## config.mk

```make
export PLATFORM = sky130hd
export DESIGN_NAME = detect_window_counter
export DESIGN_NICKNAME = d
export VERILOG_FILES = /design/src/rtl/detect_window_counter_pkg.sv /design/src/rtl/detect_window_counter_sat_counter.sv /design/src/rtl/detect_window_counter.sv
export SDC_FILE = /design/constraint.sdc
export NUM_CORES = 1
export LEC_CHECK = 0
export CORE_ASPECT_RATIO = 0.9
export CORE_MARGIN = 2
export CORE_UTILIZATION = 45
export CTS_CLUSTER_DIAMETER = 40
export DETAILED_ROUTE_END_ITERATION = 10
export PLACE_DENSITY_LB_ADDON = 0.1
export SYNTH_ARGS = -nofsm -noshare
export SYNTH_HDL_FRONTEND = slang
export SYNTH_SLANG_ARGS = --single-unit
```

## constraint.sdc

```tcl
create_clock -name clock -period 4.2 [get_ports clock]
set_input_delay 0.84 -clock clock [delete_from_list [all_inputs] [get_ports clock]]
set_output_delay 0.84 -clock clock [all_outputs]
set_load 0.05 [all_outputs]
```

## src/rtl/detect_window_counter_pkg.sv

```systemverilog
// -----------------------------------------------------------------------------
// detect_window_counter_pkg
// Constants shared by the windowed detection counter and its sub-blocks:
//   - window FSM state encoding (1-bit, legacy localparam style)
//   - default WINDOW_LEN, COUNT_W and THRESH values
// -----------------------------------------------------------------------------
package detect_window_counter_pkg;

    // Window FSM state encoding
    localparam logic [0:0] IDLE  = 1'b0;
    localparam logic [0:0] COUNT = 1'b1;

    // Default configuration
    localparam int DEFAULT_WINDOW_LEN = 16;
    localparam int DEFAULT_COUNT_W    = 5;
    localparam int DEFAULT_THRESH     = 4;

endpackage : detect_window_counter_pkg

```

## src/rtl/detect_window_counter_sat_counter.sv

```systemverilog
// -----------------------------------------------------------------------------
// sat_counter
// COUNT_W-bit saturating accumulator with a sticky saturation flag.
// It also exposes the value the accumulator would take on this edge, so the
// owner can capture a final count that includes the current increment.
//
// Ports:
//   clock      in   system clock, rising edge
//   reset      in   synchronous active-high reset
//   clear      in   synchronous clear of count and flag (wins over inc)
//   inc        in   add one, saturating at 2^COUNT_W-1
//   count      out  registered accumulator value
//   sat        out  registered flag: an increment was attempted at maximum
//   next_count out  accumulator value after applying inc this cycle
//   next_sat   out  saturation flag after applying inc this cycle
// -----------------------------------------------------------------------------
module sat_counter
    import detect_window_counter_pkg::*;
#(
    parameter int COUNT_W = DEFAULT_COUNT_W
) (
    input  logic               clock,
    input  logic               reset,
    input  logic               clear,
    input  logic               inc,
    output logic [COUNT_W-1:0] count,
    output logic               sat,
    output logic [COUNT_W-1:0] next_count,
    output logic               next_sat
);

    localparam logic [COUNT_W-1:0] MAX_C = {COUNT_W{1'b1}};

    logic [COUNT_W-1:0] count_r;
    logic               sat_r;
    logic               at_max_s;
    logic [COUNT_W-1:0] next_count_s;
    logic               next_sat_s;

    // Saturating increment and sticky flag update
    always_comb begin
        at_max_s     = (count_r == MAX_C);
        next_count_s = count_r;
        next_sat_s   = sat_r;
        if (inc) begin
            if (at_max_s) begin
                next_count_s = count_r;
                next_sat_s   = 1'b1;
            end else begin
                next_count_s = count_r + COUNT_W'(1);
                next_sat_s   = sat_r;
            end
        end else begin
            next_count_s = count_r;
            next_sat_s   = sat_r;
        end
    end

    // Accumulator register; clear discards the running total
    always_ff @(posedge clock) begin
        if (reset) begin
            count_r <= {COUNT_W{1'b0}};
            sat_r   <= 1'b0;
        end else if (clear) begin
            count_r <= {COUNT_W{1'b0}};
            sat_r   <= 1'b0;
        end else begin
            count_r <= next_count_s;
            sat_r   <= next_sat_s;
        end
    end

    assign count      = count_r;
    assign sat        = sat_r;
    assign next_count = next_count_s;
    assign next_sat   = next_sat_s;

endmodule : sat_counter

```

## src/rtl/detect_window_counter.sv

```systemverilog
// -----------------------------------------------------------------------------
// detect_window_counter
// Counts detector-high cycles over back-to-back windows of WINDOW_LEN clocks,
// publishes each window's final count over a valid/ready handshake, flags
// dropped results (sticky overrun) and pulses alarm when a window's final
// count reaches THRESH.
//
// Ports:
//   clock      in   system clock, rising edge
//   reset      in   synchronous active-high reset, highest priority
//   enable     in   run/stop; dropping it discards the partial window
//   det        in   detector output; each high cycle is one detection
//   res_ready  in   consumer accepts the held result this cycle
//   res_valid  out  result available
//   res_count  out  final count of the published window
//   res_sat    out  published window saturated
//   overrun    out  sticky: a completed window was dropped
//   alarm      out  one-cycle pulse after a window whose count >= THRESH
// -----------------------------------------------------------------------------
module detect_window_counter
    import detect_window_counter_pkg::*;
#(
    parameter int WINDOW_LEN = DEFAULT_WINDOW_LEN,
    parameter int COUNT_W    = DEFAULT_COUNT_W,
    parameter int THRESH     = DEFAULT_THRESH
) (
    input  logic               clock,
    input  logic               reset,
    input  logic               enable,
    input  logic               det,
    input  logic               res_ready,
    output logic               res_valid,
    output logic [COUNT_W-1:0] res_count,
    output logic               res_sat,
    output logic               overrun,
    output logic               alarm
);

    localparam int                 CYC_W    = $clog2(WINDOW_LEN);
    localparam logic [CYC_W-1:0]   LAST_CYC = CYC_W'(WINDOW_LEN - 1);
    // Threshold is compared unsigned at the count width
    localparam logic [COUNT_W-1:0] THRESH_C = COUNT_W'(THRESH);
    localparam logic               ALARM_EN = (THRESH != 0);

    logic [0:0]         state_r;
    logic [0:0]         state_nxt_s;
    logic [CYC_W-1:0]   cyc_cnt_r;
    logic               res_valid_r;
    logic [COUNT_W-1:0] res_count_r;
    logic               res_sat_r;
    logic               overrun_r;
    logic               alarm_r;

    logic               counting_s;
    logic               window_end_s;
    logic               acc_clear_s;
    logic               acc_inc_s;
    logic [COUNT_W-1:0] acc_s;
    logic               acc_sat_s;
    logic [COUNT_W-1:0] final_count_s;
    logic               final_sat_s;
    logic               load_s;
    logic               drop_s;
    logic               xfer_s;
    logic               alarm_hit_s;

    // Running detection total for the current window
    sat_counter #(
        .COUNT_W    (COUNT_W)
    ) u_acc (
        .clock      (clock),
        .reset      (reset),
        .clear      (acc_clear_s),
        .inc        (acc_inc_s),
        .count      (acc_s),
        .sat        (acc_sat_s),
        .next_count (final_count_s),
        .next_sat   (final_sat_s)
    );

    // Window qualification, accumulator control and publish decisions
    always_comb begin
        counting_s   = (state_r == COUNT) && enable;
        window_end_s = counting_s && (cyc_cnt_r == LAST_CYC);
        acc_inc_s    = counting_s && det;
        // Accumulator is held at zero outside COUNT and restarts at each
        // window end so the next window begins with no gap.
        acc_clear_s  = (!counting_s) || window_end_s;
        xfer_s       = res_valid_r && res_ready;
        load_s       = window_end_s && ((!res_valid_r) || res_ready);
        drop_s       = window_end_s && res_valid_r && (!res_ready);
        alarm_hit_s  = window_end_s && ALARM_EN && (final_count_s >= THRESH_C);
    end

    // Next-state logic of the window FSM
    always_comb begin
        state_nxt_s = state_r;
        case (state_r)
            IDLE: begin
                if (enable) begin
                    state_nxt_s = COUNT;
                end else begin
                    state_nxt_s = IDLE;
                end
            end
            COUNT: begin
                if (enable) begin
                    state_nxt_s = COUNT;
                end else begin
                    state_nxt_s = IDLE;
                end
            end
            default: begin
                state_nxt_s = IDLE;
            end
        endcase
    end

    // FSM state and cycle-in-window counter
    always_ff @(posedge clock) begin
        if (reset) begin
            state_r   <= IDLE;
            cyc_cnt_r <= {CYC_W{1'b0}};
        end else begin
            state_r <= state_nxt_s;
            if (!counting_s || window_end_s) begin
                cyc_cnt_r <= {CYC_W{1'b0}};
            end else begin
                cyc_cnt_r <= cyc_cnt_r + CYC_W'(1);
            end
        end
    end

    // Result register and handshake; a load wins over a simultaneous transfer
    always_ff @(posedge clock) begin
        if (reset) begin
            res_valid_r <= 1'b0;
            res_count_r <= {COUNT_W{1'b0}};
            res_sat_r   <= 1'b0;
        end else if (load_s) begin
            res_valid_r <= 1'b1;
            res_count_r <= final_count_s;
            res_sat_r   <= final_sat_s;
        end else if (xfer_s) begin
            res_valid_r <= 1'b0;
            res_count_r <= res_count_r;
            res_sat_r   <= res_sat_r;
        end else begin
            res_valid_r <= res_valid_r;
            res_count_r <= res_count_r;
            res_sat_r   <= res_sat_r;
        end
    end

    // Sticky overrun and registered alarm pulse (alarm fires even on a drop)
    always_ff @(posedge clock) begin
        if (reset) begin
            overrun_r <= 1'b0;
            alarm_r   <= 1'b0;
        end else begin
            overrun_r <= overrun_r || drop_s;
            alarm_r   <= alarm_hit_s;
        end
    end

    assign res_valid = res_valid_r;
    assign res_count = res_count_r;
    assign res_sat   = res_sat_r;
    assign overrun   = overrun_r;
    assign alarm     = alarm_r;

endmodule : detect_window_counter

```

# [Word-level counts from Yosys, hierarchy flattened]
# Cells that the tools add are included.
[totals] out_inout_bits=9 regBits=20 elab_cells=37
[classes] mux=7 magnitude_cmp=1 n_eq_ne=2 n_addsub=2 n_reduce_logical=16
[op_table] cell="2-to-1 mux 5 bit" n=2
[op_table] cell="logical AND 1 bit" n=8
[op_table] cell="adder 5 x 1 -> 5 bit, second input constant" n=1
[op_table] cell="== test 5 bit, second input constant" n=1
[op_table] cell="greater-or-equal comparator 5 x 3 -> 1 bit, second input constant" n=1
[op_table] cell="2-to-1 mux 1 bit" n=5
[op_table] cell="adder 4 x 1 -> 4 bit, second input constant" n=1
[op_table] cell="== test 4 bit, second input constant" n=1
[op_table] cell="logical NOT 1 bit" n=3
[op_table] cell="logical OR 1 bit" n=3
[op_table] cell="nonzero test 2 bit" n=1
[op_table] cell="OR reduction 2 bit" n=1

# [Depth between registers and ports, before layout]
# Gate-level depths: netlist of the first run.
[logic_depth] depth_word=5 depth_mapped=6

# [By module]
# A second synthesis of the first run with hierarchy kept.
[hier_totals] cells_unflattened=92 area_unflattened_um2=877.1
[modules_own_cells] module="detect_window_counter" cells_per_inst=58 area_per_inst_um2=585.6 instances=1
[modules_own_cells] module="sat_counter" cells_per_inst=34 area_per_inst_um2=291.5 instances=1

# [Worst setup path after synthesis of the first run]
# No wires, ideal clock.
[synth_timing] kind="input to register" startpoint="in res_ready" endpoint="reg res_count_r[1] (netlist: res_count[1])" required_ps=4109 arrival_time_ps=1711 cell_stages=5 path_buffers=2 setup_slack_ps=2398 setup_time_ps=91 path_cell_list="nand2b_1 > clkbuf_1 > and3_2 > clkbuf_1 > a311oi_1"
[synth_via] elab_chain_cells=2
[synth_rtl] element="from (decl)" line_no="detect_window_counter.sv:31" rtl="input logic res_ready,"
[synth_rtl] element="logical OR 1 bit" line_no="detect_window_counter.sv:90" rtl="load_s = window_end_s && ((!res_valid_r) || res_ready);"
[synth_rtl] element="logical AND 1 bit" line_no="detect_window_counter.sv:90"
[synth_rtl] element="to (signal assigned)" line_no="detect_window_counter.sv:138" rtl="res_count_r <= {COUNT_W{1'b0}};"
[synth_rtl] element="to (signal assigned)" line_no="detect_window_counter.sv:142" rtl="res_count_r <= final_count_s;"
[synth_rtl] element="to (signal assigned)" line_no="detect_window_counter.sv:146" rtl="res_count_r <= res_count_r;"
[synth_rtl] element="to (decl)" line_no="detect_window_counter.sv:49" rtl="logic [COUNT_W-1:0] res_count_r;"
# No other way between the ends.
# A chain may end at the register's enable or synchronous reset.

# [Worst setup path after layout of the first run]
[layout_timing] startpoint="reg res_count_r[2] (netlist: res_count[2])" endpoint="out res_count[2]"
[layout_lines] element="to (decl)" line_no="detect_window_counter.sv:33" rtl="output logic [COUNT_W-1:0] res_count,"
# No word-level cell between the ends.

==> results of run 1 <==
-- cell type report --
cell class,instances,area (um^2),area share [%]
sequential,20,400.4,41.24
multi-input combinational,58,380.4,39.18
timing repair buffer,13,130.1,13.40
tap,24,30.03,3.093
clock buffer,3,22.52,2.320
inverter,2,7.507,0.7732
-- path summary, 6_finish.rpt --
check	startpoint	to	slack, ns	depth (start not counted)
max	res_count[2]$_SDFFE_PP0P_	res_count[2]	1.91	1
min	cyc_cnt_r[0]$_SDFF_PP0_	cyc_cnt_r[0]$_SDFF_PP0_	0.47	1
max reg2reg	u_acc.count[0]$_SDFF_PP0_	res_count[0]$_SDFFE_PP0P_	2.60	4
min reg2reg	cyc_cnt_r[0]$_SDFF_PP0_	cyc_cnt_r[0]$_SDFF_PP0_	0.47	1
-- stage by stage --
stage | cells | util, %
after floorplan | 87 | -
after global placement | 117 | 55.82
after detailed placement | 117 | 55.82
after CTS | 120 | 57.14
after global routing | 120 | 57.14
final | 120 | 57.14
-- state kept, by name, indices dropped and copies added, names as in the netlist --
name and count:
alarm 1, cyc_cnt_r 4, overrun 1, res_count 5, res_sat 1, res_valid 1, state_r 1, u_acc.count 5
u_acc.sat 1
-- layer usage --
| layer | track usage [%] | up-vias |
|---|---|---|
| met5 | 0 | - |
| met4 | 6.857 | 0 |
| met3 | 6.623 | 2 |
| met2 | 27.57 | 15 |
| met1 | 22.18 | 297 |
| li1 | - | 341 |
-- power groups by stage --
stage,Clock [mW],Combinational [mW],Sequential [mW]
finish,0.0869,0.0107,0.191
global route,0.0986,0.0121,0.191
CTS,0.0905,0.0106,0.191
detailed placement,0,0.0106,0.196
global placement,0,0.0103,0.195
floorplan,0,0.00601,0.195
-- cell families after synthesis --
family	share of synthesized area [%]
compound gates	20.63
xor+xnor	2.109
fa+ha+maj	3.012
buf+inv	6.023
flops	48.19
simple gates	20.03
-- layout by cell type (no fill, tap or decap), types with 2 or more instances in the layout --
master	netlist	final
and3_1	3	3
a21boi_0	2	2
dfxtp_1	20	20
inv_1	2	2
clkdlybuf4s50_1	0	13
a211oi_1	2	2
o21ai_0	3	3
nand2_1	3	3
and4_1	2	2
ha_1	2	2
a21oi_1	5	5
nor2_1	7	7
a311oi_1	2	2
nand3_1	4	4
a31oi_1	4	4
a41oi_1	2	2
a31o_2	2	2
clkbuf_4	0	3
==> impl_metrics.py, run 1 <==
metrics = {
    "floorplanning": {
        "die_h_um": 44.76,
        "die_width_um": 49.29,
        "die_area_mm2": 0.002206,
        "coreArea_mm2": 0.001699,
        "rows": 14,
        "initial_core_util_pct": 48.90,
        "ioPinCount": 14,
    },
    "detailed_routing": {
        "drc": 0,
        "top_layer": "met4",
        "ant_nets": 0,
        "vias": 655,
        "wirelength_mm": 1.626,
        "wl_per_cell_um": 13.55,
        "met2_wirelength_um": 731,
        "routed_via_density": 5.458,
        "wl_met1_um": 767,
        "dr.pass1.iters": 4,
        "wl_met3_um": 107,
        "drt-initial-drc-count": 12,
    },
    "power_and_ir_drop": {
        "p_sw_share_pct": 20.78,
        "vdd_ir_drop_max_v": 0.0001760,
        "leakage_nw": 0.3267,
        "combPwrFrac_pct": 3.7,
        "power_frac_seq_pct": 66.2,
        "power_frac_clock_pct": 30.1,
        "p_int_mw": 0.2287,
        "power_mw": 0.2887,
        "p_sw_mw": 0.05998,
        "power.density_mw_per_mm2": 297.4,
    },
    "clock_tree": {
        "postCtsSetupRepairBufs": 0,
        "cts_root_buf": "clkbuf_4",
        "cts_tree": "yes",
        "cts_resized": 0,
        "cts_hold_buf": 0,
        "cts.clk_slew.worst_paths_ns": 0.10,
        "clock_latency_ns": 0.29,
        "cts_buffers": 3,
        "cts.sinks": 20,
        "cts_buffer_depth": 2,
        "h-tree-depth": 1,
    },
    "cells_and_area": {
        "layout.nets": 105,
        "layout-drive-gt1-share_pct": 8.333,
        "fillers": 158,
        "syn2layout_area_growth_pct": 16.87,
        "fin_area_um2": 970.9,
        "num_antenna_cells": 0,
    },
    "status": {
        "status": "complete, no violations",
    },
    "sta": {
        "clock.fmax_mhz": 437.4,
        "hold_ws_ns": 0.4665,
        "setup_viol": 0,
        "tns_ns": 0,
        "rsz0062_at_grt": "false",
        "setup_slack_ns": 1.914,
        "relSlewSlack_pct": 66.81,
        "hold_violations": 0,
        "skew_ns": 0.001207,
        "tightest_slew_ns": 0.4963,
        "fin_crit_sh_pct": 54.44,
        "drv_slew": 0,
        "min_period_ns": 2.286,
    },
    "synth": {
        "mappedNetlistArea_um2": 830.8,
        "syn-num-nets": 94,
        "yosysMostFrequentCell": "dfxtp_1",
        "synthArstFlopShare_pct": 0,
        "ys_top_cells_by_count": "dfxtp_1, nor2_1, a21oi_1",
        "ys_types": 34,
        "synth.avg_cell_area_um2": 9.549,
        "synth.top_cell.area_share_pct": 48.19,
        "ys_top_cells_by_area": "dfxtp_1, nor2_1, a21oi_1",
        "synthCells": 87,
        "yosysWarnings": 0,
        "ys_ff_latch": 20,
        "ys_seq_area_share_pct": 48.19,
        "synth_edf_count": 0,
        "synth-main-ff-cell": "dfxtp_1",
        "yosys.area.top_type": "dfxtp_1",
    },
    "global_route": {
        "globalRouteOverflowTotal": 0,
        "grt_max_degree": 11,
        "grt_pass1_vias": 586,
        "grt_pass1_wl_mm": 2.815,
        "antenna_found_initial": 0,
        "grtUsageTotal_pct": 17.56,
    },
    "job": {
        "cap_violations": 0,
    },
    "critical_path": {
        "setup.worst_path.class": "reg2out",
        "start_kind": "flop",
        "slowest_delay_ns": 0.80,
        "critPathMaxFanout": 2,
        "path_cells": "clkdlybuf4s50_1",
        "crit_buf_inv": 1,
        "cp-end-kind": "primary output",
        "slowest_stage": "clkdlybuf4s50_1",
        "critPathTopFamily": "buffers and inverters",
        "cp.arrival_ns": 1.45,
        "critPathRequiredTime_ns": 3.36,
    },
    "placement": {
        "dp_slack_ns": 1.969,
        "hpwl_mm": 1.212,
        "port_buffers": 13,
        "place_area_um2": 948.4,
        "gp_congestion": 0.7433,
    },
    "worst_hold_path": {
        "hold_class": "reg2reg",
    },
}
Power figures use the tool's default switching activity.
==> run 2, diff against run 1 <==
==> constraint.sdc (replaced) <==
create_clock -name clock -period 2.2 [get_ports clock]
set_input_delay 0.44 -clock clock [delete_from_list [all_inputs] [get_ports clock]]
set_output_delay 0.44 -clock clock [all_outputs]
set_load 0.05 [all_outputs]
==> run 2 against run 1 <==
Compared with the run above: cell area increased by 2.2%; hold slack improved by 0.0050 ns; sequential share of layout area is 0.88 points lower; total power increased by 100%; core utilization up 1.3 points; combinational power up 100%; worst setup slack lost 1.6 ns; via count rose by 0.61%; first-iteration DRC count unchanged; sequential power rose by 91%; sequential cell count stayed put; critical path type unchanged; largest power group unchanged.
==> impl_metrics.py, run 2 (synthesized netlist as in run 1, its figures left out) <==
metrics = {
    "cells_and_area": {
        "layout.nets": 106,
        "layout-drive-gt1-share_pct": 10.20,
        "layout_common_cells": "dfxtp_1, clkdlybuf4s50_1, nor2_1, a21oi_1",
        "syn2layout_area_growth_pct": 19.43,
        "num_antenna_cells": 0,
        "final_core_util_pct": 58.39,
        "final_common_cell": "dfxtp_1",
        "fillers": 155,
    },
    "sta": {
        "tns_ns": 0,
        "rsz0062_at_grt": "false",
        "hold_violations": 0,
        "min_period_ns": 1.879,
        "relSlewSlack_pct": 66.84,
        "tightest_slew_ns": 0.4959,
        "skew_ns": 0.002114,
        "setup_slack_ns": 0.3212,
        "clock.fmax_mhz": 532.3,
        "setup_viol": 0,
        "hold_ws_ns": 0.4714,
        "fin_crit_sh_pct": 85.40,
        "drv_slew": 0,
    },
    "detailed_routing": {
        "routed_via_density": 5.402,
        "ant_nets": 0,
        "drc": 0,
        "drt-initial-drc-count": 12,
        "wl_per_cell_um": 12.48,
        "vias": 659,
        "dr.pass1.iters": 4,
        "wirelength_mm": 1.523,
    },
    "critical_path": {
        "start_kind": "flop",
        "path_cells": "clkdlybuf4s50_1",
        "r2r-end": "res_count[0]$_SDFFE_PP0P_",
        "critPathTopFamily": "buffers and inverters",
        "r2r-start": "u_acc.count[0]$_SDFF_PP0_",
        "cp-end-kind": "primary output",
        "critPathMaxFanout": 2,
        "critPathRequiredTime_ns": 1.76,
        "cp.arrival_ns": 1.44,
        "reg2regPathDepth": 4,
        "setup.worst_path.class": "reg2out",
        "cp_num_cells": 1,
        "slowest_stage": "clkdlybuf4s50_1",
        "crit_buf_inv": 1,
        "slowest_delay_ns": 0.80,
        "worst-r2r-setup-slack_ns": 0.59,
    },
    "power_and_ir_drop": {
        "p_int_mw": 0.4748,
        "power_frac_seq_pct": 62.0,
        "leakage_nw": 0.3387,
        "power_frac_clock_pct": 34.3,
        "p_sw_mw": 0.1136,
        "combPwrFrac_pct": 3.7,
        "power.density_mw_per_mm2": 593.0,
        "vdd_ir_drop_max_v": 0.0005017,
        "p_sw_share_pct": 19.30,
        "power_mw": 0.5884,
    },
    "status": {
        "status": "complete, no violations",
    },
    "global_route": {
        "grt_pass1_vias": 568,
        "grt_max_degree": 12,
        "grtUsageTotal_pct": 15.62,
        "antenna_found_initial": 0,
        "grt_pass1_wl_mm": 2.504,
        "globalRouteOverflowTotal": 0,
    },
    "floorplanning": {
        "initial_core_util_pct": 48.90,
        "ioPinCount": 14,
        "die_area_mm2": 0.002206,
        "die_h_um": 44.76,
        "coreArea_mm2": 0.001699,
        "die_width_um": 49.29,
        "rows": 14,
    },
    "clock_tree": {
        "clock_latency_ns": 0.29,
        "cts_tree": "yes",
        "cts_buffers": 3,
        "cts_buffer_depth": 2,
        "postCtsSetupRepairBufs": 0,
        "cts.sinks": 20,
        "cts_resized": 0,
        "h-tree-depth": 1,
        "cts.clk_slew.worst_paths_ns": 0.10,
        "cts_root_buf": "clkbuf_4",
        "cts_hold_buf": 0,
    },
    "job": {
        "cap_violations": 0,
    },
    "worst_hold_path": {
        "hold_class": "reg2reg",
        "whs_endpoint": "cyc_cnt_r[0]$_SDFF_PP0_",
        "hold_depth": 1,
        "hp-start": "cyc_cnt_r[0]$_SDFF_PP0_",
    },
    "placement": {
        "dp_slack_ns": 0.3566,
        "hpwl_mm": 1.159,
        "gp_congestion": 0.7511,
        "port_buffers": 13,
    },
}
run 2: cell types whose count changed in the layout (fill, tap and decap cells not counted), sizes merged:
cell / change
clkbuf: +1
buf: +1
run 2: area by class of cell:
type,instances,area [um^2],share of cell area [%]
Sequential cell,20,400.4,40.35
Multi-Input combinational cell,58,380.4,38.34
Inverter,2,7.507,0.7566
Tap cell,24,30.03,3.026
Clock buffer,4,36.28,3.657
Timing Repair Buffer,14,137.6,13.87
run 2: power by group through the flow:
stage / sequential, mW / combinational [mW] / clock, mW
4_1_cts: 0.365 / 0.0215 / 0.211
2_1_floorplan: 0.373 / 0.0115 / 0
5_1_grt: 0.365 / 0.0236 / 0.225
3_3_place_gp: 0.373 / 0.0215 / 0
3_5_place_dp: 0.373 / 0.0213 / 0
6_report: 0.365 / 0.0215 / 0.202
run 2: layer usage:
layer  track usage (%)  up-vias  wire length [um]
met5                 0        -                 0
met4             5.143        0                13
met3             6.623        2                93
met2             25.95       17               669
met1             18.53      296               746
li1                  -      344                 -
run 2: worst max path at each step:
stage | startpoint | endpoint | slack, ns
after CTS | overrun$_SDFF_PP0_ | overrun | 0.30
after global placement | enable | res_count[0]$_SDFFE_PP0P_ | 0.42
after floorplan | res_valid$_SDFFE_PP0P_ | res_count[1]$_SDFFE_PP0P_ | 0.66
after global routing | res_sat$_SDFFE_PP0P_ | res_sat | 0.26
after detailed placement | enable | res_count[0]$_SDFFE_PP0P_ | 0.36
final | overrun$_SDFF_PP0_ | overrun | 0.32
run 2: per-stage QoR:
step                area (um^2)  instances
CTS                       992.2        122
global route              992.2        122
detailed placement        955.9        118
finish                    992.2        122
global placement          955.9        118
floorplan                 830.8         87
==> run 3, diff against run 2 <==
--- a/config.mk
+++ b/config.mk
@@ -6,11 +6,11 @@
 export NUM_CORES = 1
 export LEC_CHECK = 0
 export CORE_ASPECT_RATIO = 0.9
-export CORE_MARGIN = 2
 export CORE_UTILIZATION = 45
 export CTS_CLUSTER_DIAMETER = 40
 export DETAILED_ROUTE_END_ITERATION = 10
 export PLACE_DENSITY_LB_ADDON = 0.1
+export SETUP_SLACK_MARGIN = 0.2
 export SYNTH_ARGS = -nofsm -noshare
 export SYNTH_HDL_FRONTEND = slang
 export SYNTH_SLANG_ARGS = --single-unit
==> run 3 against run 2 <==
Compared with the run above: clock power is 48% higher; sequential cell count stayed put; first-iteration DRC count is 130% higher; critical path depth stayed put; critical path type unchanged.
==> impl_metrics.py, run 3 (synthesized netlist as in run 1, its figures left out) <==
metrics = {
    "critical_path": {
        "cp-end-kind": "primary output",
        "critPathMaxFanout": 2,
        "slowest_delay_ns": 0.81,
        "slowest_stage": "clkdlybuf4s50_1",
        "critPathRequiredTime_ns": 1.76,
        "cp.arrival_ns": 1.49,
        "crit_buf_inv": 1,
        "critPathTopFamily": "buffers and inverters",
        "start_kind": "flop",
        "setup.worst_path.class": "reg2out",
        "path_cells": "clkdlybuf4s50_1",
    },
    "sta": {
        "relSlewSlack_pct": 66.43,
        "fin_crit_sh_pct": 87.65,
        "hold_violations": 0,
        "drv_slew": 0,
        "setup_slack_ns": 0.2716,
        "skew_ns": 0.01033,
        "setup_viol": 0,
        "tns_ns": 0,
        "tightest_slew_ns": 0.5019,
        "hold_ws_ns": 0.4597,
        "rsz0062_at_grt": "false",
        "clock.fmax_mhz": 518.6,
        "min_period_ns": 1.928,
    },
    "clock_tree": {
        "h-tree-depth": 1,
        "cts_buffers": 3,
        "cts_buffer_depth": 2,
        "clock_latency_ns": 0.30,
        "cts.sinks": 20,
        "cts_hold_buf": 0,
        "cts_resized": 0,
        "cts.clk_slew.worst_paths_ns": 0.12,
        "postCtsSetupRepairBufs": 0,
        "cts_tree": "yes",
        "cts_root_buf": "clkbuf_4",
    },
    "cells_and_area": {
        "final_common_cell": "dfxtp_1",
        "layout-drive-gt1-share_pct": 9.278,
        "num_antenna_cells": 0,
        "stdcell_count": 121,
        "layout.nets": 105,
        "syn2layout_area_growth_pct": 20.48,
        "layout_common_cells": "dfxtp_1, clkdlybuf4s50_1, nor2_1, a21oi_1",
        "fillers": 163,
    },
    "detailed_routing": {
        "vias": 674,
        "drc": 0,
        "dr.pass1.iters": 4,
        "routed_via_density": 5.570,
        "wl_per_cell_um": 13.83,
        "ant_nets": 0,
        "wirelength_mm": 1.674,
        "drt-initial-drc-count": 28,
    },
    "global_route": {
        "met2_usage_pct": 28.77,
        "use_met3_pct": 6.383,
        "grt.busiest_layer": "met2",
        "grtUsageMet1_pct": 26.91,
        "grt_pass1_wl_mm": 2.794,
        "globalRouteOverflowTotal": 0,
        "antenna_found_initial": 0,
        "grt_pass1_vias": 624,
        "grt_max_degree": 13,
        "grtUsageTotal_pct": 19.76,
    },
    "placement": {
        "gp_congestion": 0.8075,
        "port_buffers": 13,
        "dp_slack_ns": 0.3545,
        "hpwl_mm": 1.234,
        "dp.cells": 117,
    },
    "floorplanning": {
        "die_area_mm2": 0.002022,
        "die_h_um": 42.76,
        "coreArea_mm2": 0.001699,
        "rows": 14,
        "ioPinCount": 14,
        "initial_core_util_pct": 48.90,
        "die_width_um": 47.29,
    },
    "power_and_ir_drop": {
        "power.density_mw_per_mm2": 683.0,
        "leakage_nw": 0.3408,
        "vdd_ir_drop_max_v": 0.0009284,
    },
    "job": {
        "cap_violations": 0,
    },
    "worst_hold_path": {
        "hold_class": "reg2reg",
    },
    "status": {
        "status": "complete, no violations",
    },
}
run 3: changes by cell type in the layout (fill, tap and decap cells not counted), sizes merged:
cell,change
bufinv,+1
clkbuf,-1
buf,-1
run 3: final timing paths:
kind                        startpoint                   endpoint  slack (ns)  cells after the start
min reg2reg    cyc_cnt_r[0]$_SDFF_PP0_    cyc_cnt_r[0]$_SDFF_PP0_        0.46                      1
max          res_count[0]$_SDFFE_PP0P_               res_count[0]        0.27                      1
max reg2reg  u_acc.count[0]$_SDFF_PP0_  res_count[0]$_SDFFE_PP0P_        0.67                      4
min            cyc_cnt_r[0]$_SDFF_PP0_    cyc_cnt_r[0]$_SDFF_PP0_        0.46                      1
run 3: through the flow:
| stage | area [um^2] | utilization (%) | total power, mW |
|---|---|---|---|
| final | 1001 | 58.91 | 0.6836 |
| after detailed placement | 948.4 | 55.82 | 0.3936 |
| after global placement | 948.4 | 55.82 | 0.3930 |
| after floorplan | 830.8 | - | 0.3844 |
| after CTS | 1001 | 58.91 | 0.6943 |
| after global routing | 1001 | 58.91 | 0.7118 |
run 3: routing by layer:
layer | wire length [um] | vias to the layer above
li1 | - | 340
met5 | 0 | -
met2 | 717 | 22
met4 | 19 | 0
met3 | 81 | 2
met1 | 855 | 310
run 3: final cells by class:
type,count,area [um^2],share of cell area (%)
Clock buffer,3,22.52,2.250
Clock inverter,1,30.03,3.000
Inverter,2,7.507,0.7500
Multi-Input combinational cell,58,380.4,38.00
Sequential cell,20,400.4,40.00
Tap cell,24,30.03,3.000
Timing Repair Buffer,13,130.1,13.00
run 3: power breakdown:
| group | total [mW] | internal [mW] | leakage [nW] | switching (mW) |
|---|---|---|---|---|
| registers | 0.365 | 0.364 | 0.161 | 0.00148 |
| clock network | 0.298 | 0.184 | 0.0279 | 0.114 |
| logic | 0.0205 | 0.00949 | 0.151 | 0.0110 |
| total | 0.684 | 0.557 | 0.341 | 0.126 |
==> RTL change 1, RTL diff (flow settings as in run 3) <==
Put one more register stage on the output `res_count`, with the module's reset. The value now appears one clock later. The other outputs are not delayed to match.
--- a/src/rtl/detect_window_counter.sv
+++ b/src/rtl/detect_window_counter.sv
@@ -164,7 +164,13 @@
     end
 
     assign res_valid = res_valid_r;
-    assign res_count = res_count_r;
+    always_ff @(posedge clock) begin
+        if (reset) begin
+            res_count <= '0;
+        end else begin
+            res_count <= res_count_r;
+        end
+    end
     assign res_sat   = res_sat_r;
     assign overrun   = overrun_r;
     assign alarm     = alarm_r;
Behaviour: no difference found for any inputs over 10 cycles, from zero or initial values and one cycle with reset high; that may be too few to reach the edited logic, so the function may still have changed.
==> RTL change 1 against run 3 <==
Combinational power is 2% higher; sequential cell count is 5 higher; area after synthesis is 10% higher; setup slack better by 0.014 ns; final area is 11% higher; power is 0.16% higher; wire length is 14% lower; worst hold slack better by 0.018 ns; count of clock-buffer cells in the layout stayed put; highest routed layer unchanged.
==> RTL change 1: results (changes against run 3) <==
utilization: 0.580  # -0.00871
regToRegSetupSlack_ns: 0.70  # +0.03 ns
r2r_cells: 6  # +2
r2r_end: "res_count_r[3]"
fp.dieArea_um2: 2220  # +9.9%
grt_pass1_vias: 607  # -2.7%
grt_pass1_wl_um: 2510  # -10%
status: "finished clean"
synthTopCellsByCount: "dfxtp_1 (25), nor2_1 (13), nor2b_1 (6)"
postPlaceCellArea_um2: 1080  # +14%
rr_startpoint: "cyc_cnt_r[0]"
synthXorXnorAreaFrac: 0.0477  # +0.0267
p_switching_mw: 0.151  # +20%
seqCellArea_um2: 500  # +25%
yosysSeqAreaShare: 0.546  # +0.0638
final.min_clock_period_ns: 1.91  # -0.0140 ns
grt_use_met3: 0.0606  # -0.00322
nNonClkBuffers: 15  # +2
arrival_ns: 1.47  # -0.02 ns
synth_adder_area_share: 0.0273  # -0.00284
synth_compound_area_frac: 0.106  # -0.0999
path_clk_slew_ns: 0.14  # +0.02 ns
insertion_delay_ns: 0.32  # +0.02 ns
syn_nets: 94  # unchanged
multi_input_area_share: 0.355  # -0.0253
clkCellAreaFrac: 0.0270  # -0.0255
power_leakage_nw: 0.398  # +17%
synth_area_leaders: "dfxtp_1 (55%), a211oi_2 (5.5%), nor2_1 (5.3%)"
drive_gt1_frac: 0.173  # +0.0803
routed_wl_um: 1430  # -14%
met2_usage: 0.262  # -0.0255
pwr-share-clk: 0.304  # -0.132
drt-met1-wl_um: 716  # -16%
gp_congestion: 0.767  # -5.0%
drt_iter0_drc: 9  # -68%
hold_slack_ns: 0.478  # +0.0180 ns
max_slew_margin: 0.671  # +0.00675
peakVddDrop_uv: 455  # -51%
nets: 112  # +6.7%
wl_met3_um: 74  # -8.6%
use_met1: 0.181  # -0.0885
buf_share: 0.133  # +0.00288
grt_usage: 0.157  # -0.0410
grt_max_degree: 16  # +3
p_total_mw: 0.685  # +0.16%
wl_met2_um: 627  # -13%
RTL change 1: cell types whose count changed in the layout (fill, tap and decap cells not counted), moves of 3 or more:
cell	change
nor2b_1	+5
nor2_2	+4
dfxtp_1	+5
nor2_1	+6
a31oi_1	-3
a21oi_1	-4
a211oi_2	+4
RTL change 1: cells by family after synthesis:
group,count (synthesis)
AND/OR/NAND/NOR,39
flip-flops,25
AO/OA/AOI/OAI,11
XOR/XNOR,5
buffers and inverters,4
adder cells (fa/ha/maj),2
multiplexers,1
RTL change 1: worst reg2reg max path: cells and delay by family, from the launching register on:
family                     cells  cell delay (ns)
adders and majority gates      1             0.21
and+or+nand+nor                3             0.39
AOI/OAI and AO/OA              1             0.23
buffers and inverters          1             0.22
DFF                            1             0.39
RTL change 1: repair_timing:
action	in CTS	in global routing
setup endpoints to repair	0	1
resized for setup	0	1
hold endpoints to repair	0	0
==> RTL change 2, RTL diff (flow settings as in run 3) <==
Without the edit above. Set the package constant `DEFAULT_COUNT_W` to 10 (it was 5).
--- a/src/rtl/detect_window_counter_pkg.sv
+++ b/src/rtl/detect_window_counter_pkg.sv
@@ -12,7 +12,7 @@
 
     // Default configuration
     localparam int DEFAULT_WINDOW_LEN = 16;
-    localparam int DEFAULT_COUNT_W    = 5;
+    localparam int DEFAULT_COUNT_W    = 10;
     localparam int DEFAULT_THRESH     = 4;
 
 endpackage : detect_window_counter_pkg
Ports: changed (resized res_count); port bits go from 14 to 19. The function was not compared with the original's and may differ.
==> RTL change 2 against run 3 <==
Sequential cell count grew 10; wire length grew 62%; clock skew grew 0.0025 ns; sequential power grew 50%; setup slack gained 0.0012 ns; area after synthesis grew 61%; combinational power grew 34%; power grew 50%; final area grew 72%.
==> RTL change 2: results (changes against run 3) <==
synth_area_leaders: "dfxtp_1 (45%), nor2_1 (6.2%), nand2_1 (3.9%)"
max_slew_margin: 0.665  # about the same
pwr-share-clk: 0.442  # +0.006
peakVddDrop_uv: 430  # -54%
r2r_end: "res_count[6]"
syn_area_per_cell_um2: 9.34  # -2.1%
fin_cells: 213  # +76%
path_clk_slew_ns: 0.10  # -0.02 ns
final.min_clock_period_ns: 1.93  # -0.00121 ns
dp_slack_ns: -0.0240  # -0.379 ns
wl_per_cell_um: 12.7  # -8.0%
syn_nets: 150  # +60%
use_met1: 0.270  # +0.000782
grt_use_met3: 0.0505  # -0.0133
grt_pass1_wl_um: 4640  # +66%
cts-buffers-inserted: 5  # +2
critical_path.startpoint: "res_count[1]"
met2_usage: 0.300  # +0.0120
grt_pass1_vias: 1013  # +62%
finClkSkew_ns: 0.0128  # +0.00249 ns
cts_buffer_depth: 2  # unchanged
portBuffers: 18  # +5
grt_max_degree: 16  # +3
gp_congestion: 0.899  # +11%
fill_cells: 255  # +56%
r2r_cells: 7  # +3
status: "finished clean"
swShare: 0.200  # +0.0151
yosysSeqAreaShare: 0.449  # -0.0325
dp_hpwl_um: 1990  # +61%
synthTopCellsByCount: "dfxtp_1 (30), nor2_1 (22), nand2_1 (14)"
cp-endpoint: "res_count[1]"
drt_iter0_drc: 62  # +120%
insertion_delay_ns: 0.33  # +0.03 ns
drive_gt1_frac: 0.202  # +0.110
power_leakage_nw: 0.589  # +73%
grt_usage: 0.204  # +0.00588
seq_power_share: 0.532  # -0.002
postPlaceCellArea_um2: 1620  # +71%
## RTL change 2: per-layer routing
layer / share of wire / routed length [um]
met5: 0 / 0
met4: 0.020 / 54
met3: 0.042 / 113
met2: 0.44 / 1210
met1: 0.49 / 1340
## RTL change 2: what timing repair did
action / in CTS / in global routing
buffers inserted: 0 / 0
hold buffers: 0 / 0
setup endpoints to repair: 0 / 5
gates resized for setup: 0 / 3
## RTL change 2: cell families (layout without fill, tap and decap cells)
| group | Yosys count | count (layout) | share of synthesized area |
|---|---|---|---|
| compound gates | 24 | 24 | 0.131 |
| mux | 4 | 4 | 0.0300 |
| flops | 30 | 30 | 0.449 |
| buf+inv | 7 | 37 | 0.0253 |
| fa+ha+maj | 2 | 2 | 0.0187 |
| simple gates | 72 | 72 | 0.319 |
| xor+xnor | 4 | 4 | 0.0262 |
## RTL change 2: final cells by class
class	count	area [um^2]	area share
Multi-Input combinational cell	106	713	0.415
Timing Repair Buffer	27	260	0.152
Clock buffer	6	51.3	0.0299
Clock inverter	1	30.0	0.0175
Tap cell	40	50.0	0.0292
Sequential cell	30	601	0.350
Inverter	3	11.3	0.00656
## RTL change 2: worst min path at each step
stage / start / end / slack (ns) / cells past startpoint
CTS: cyc_cnt_r[0] / cyc_cnt_r[0] / 0.47 / 1
global placement: cyc_cnt_r[0] / cyc_cnt_r[0] / 0.43 / 1
global route: cyc_cnt_r[0] / cyc_cnt_r[0] / 0.47 / 1
detailed placement: cyc_cnt_r[0] / cyc_cnt_r[0] / 0.45 / 1
finish: cyc_cnt_r[0] / cyc_cnt_r[0] / 0.46 / 1
floorplan: cyc_cnt_r[0] / cyc_cnt_r[0] / 0.42 / 1
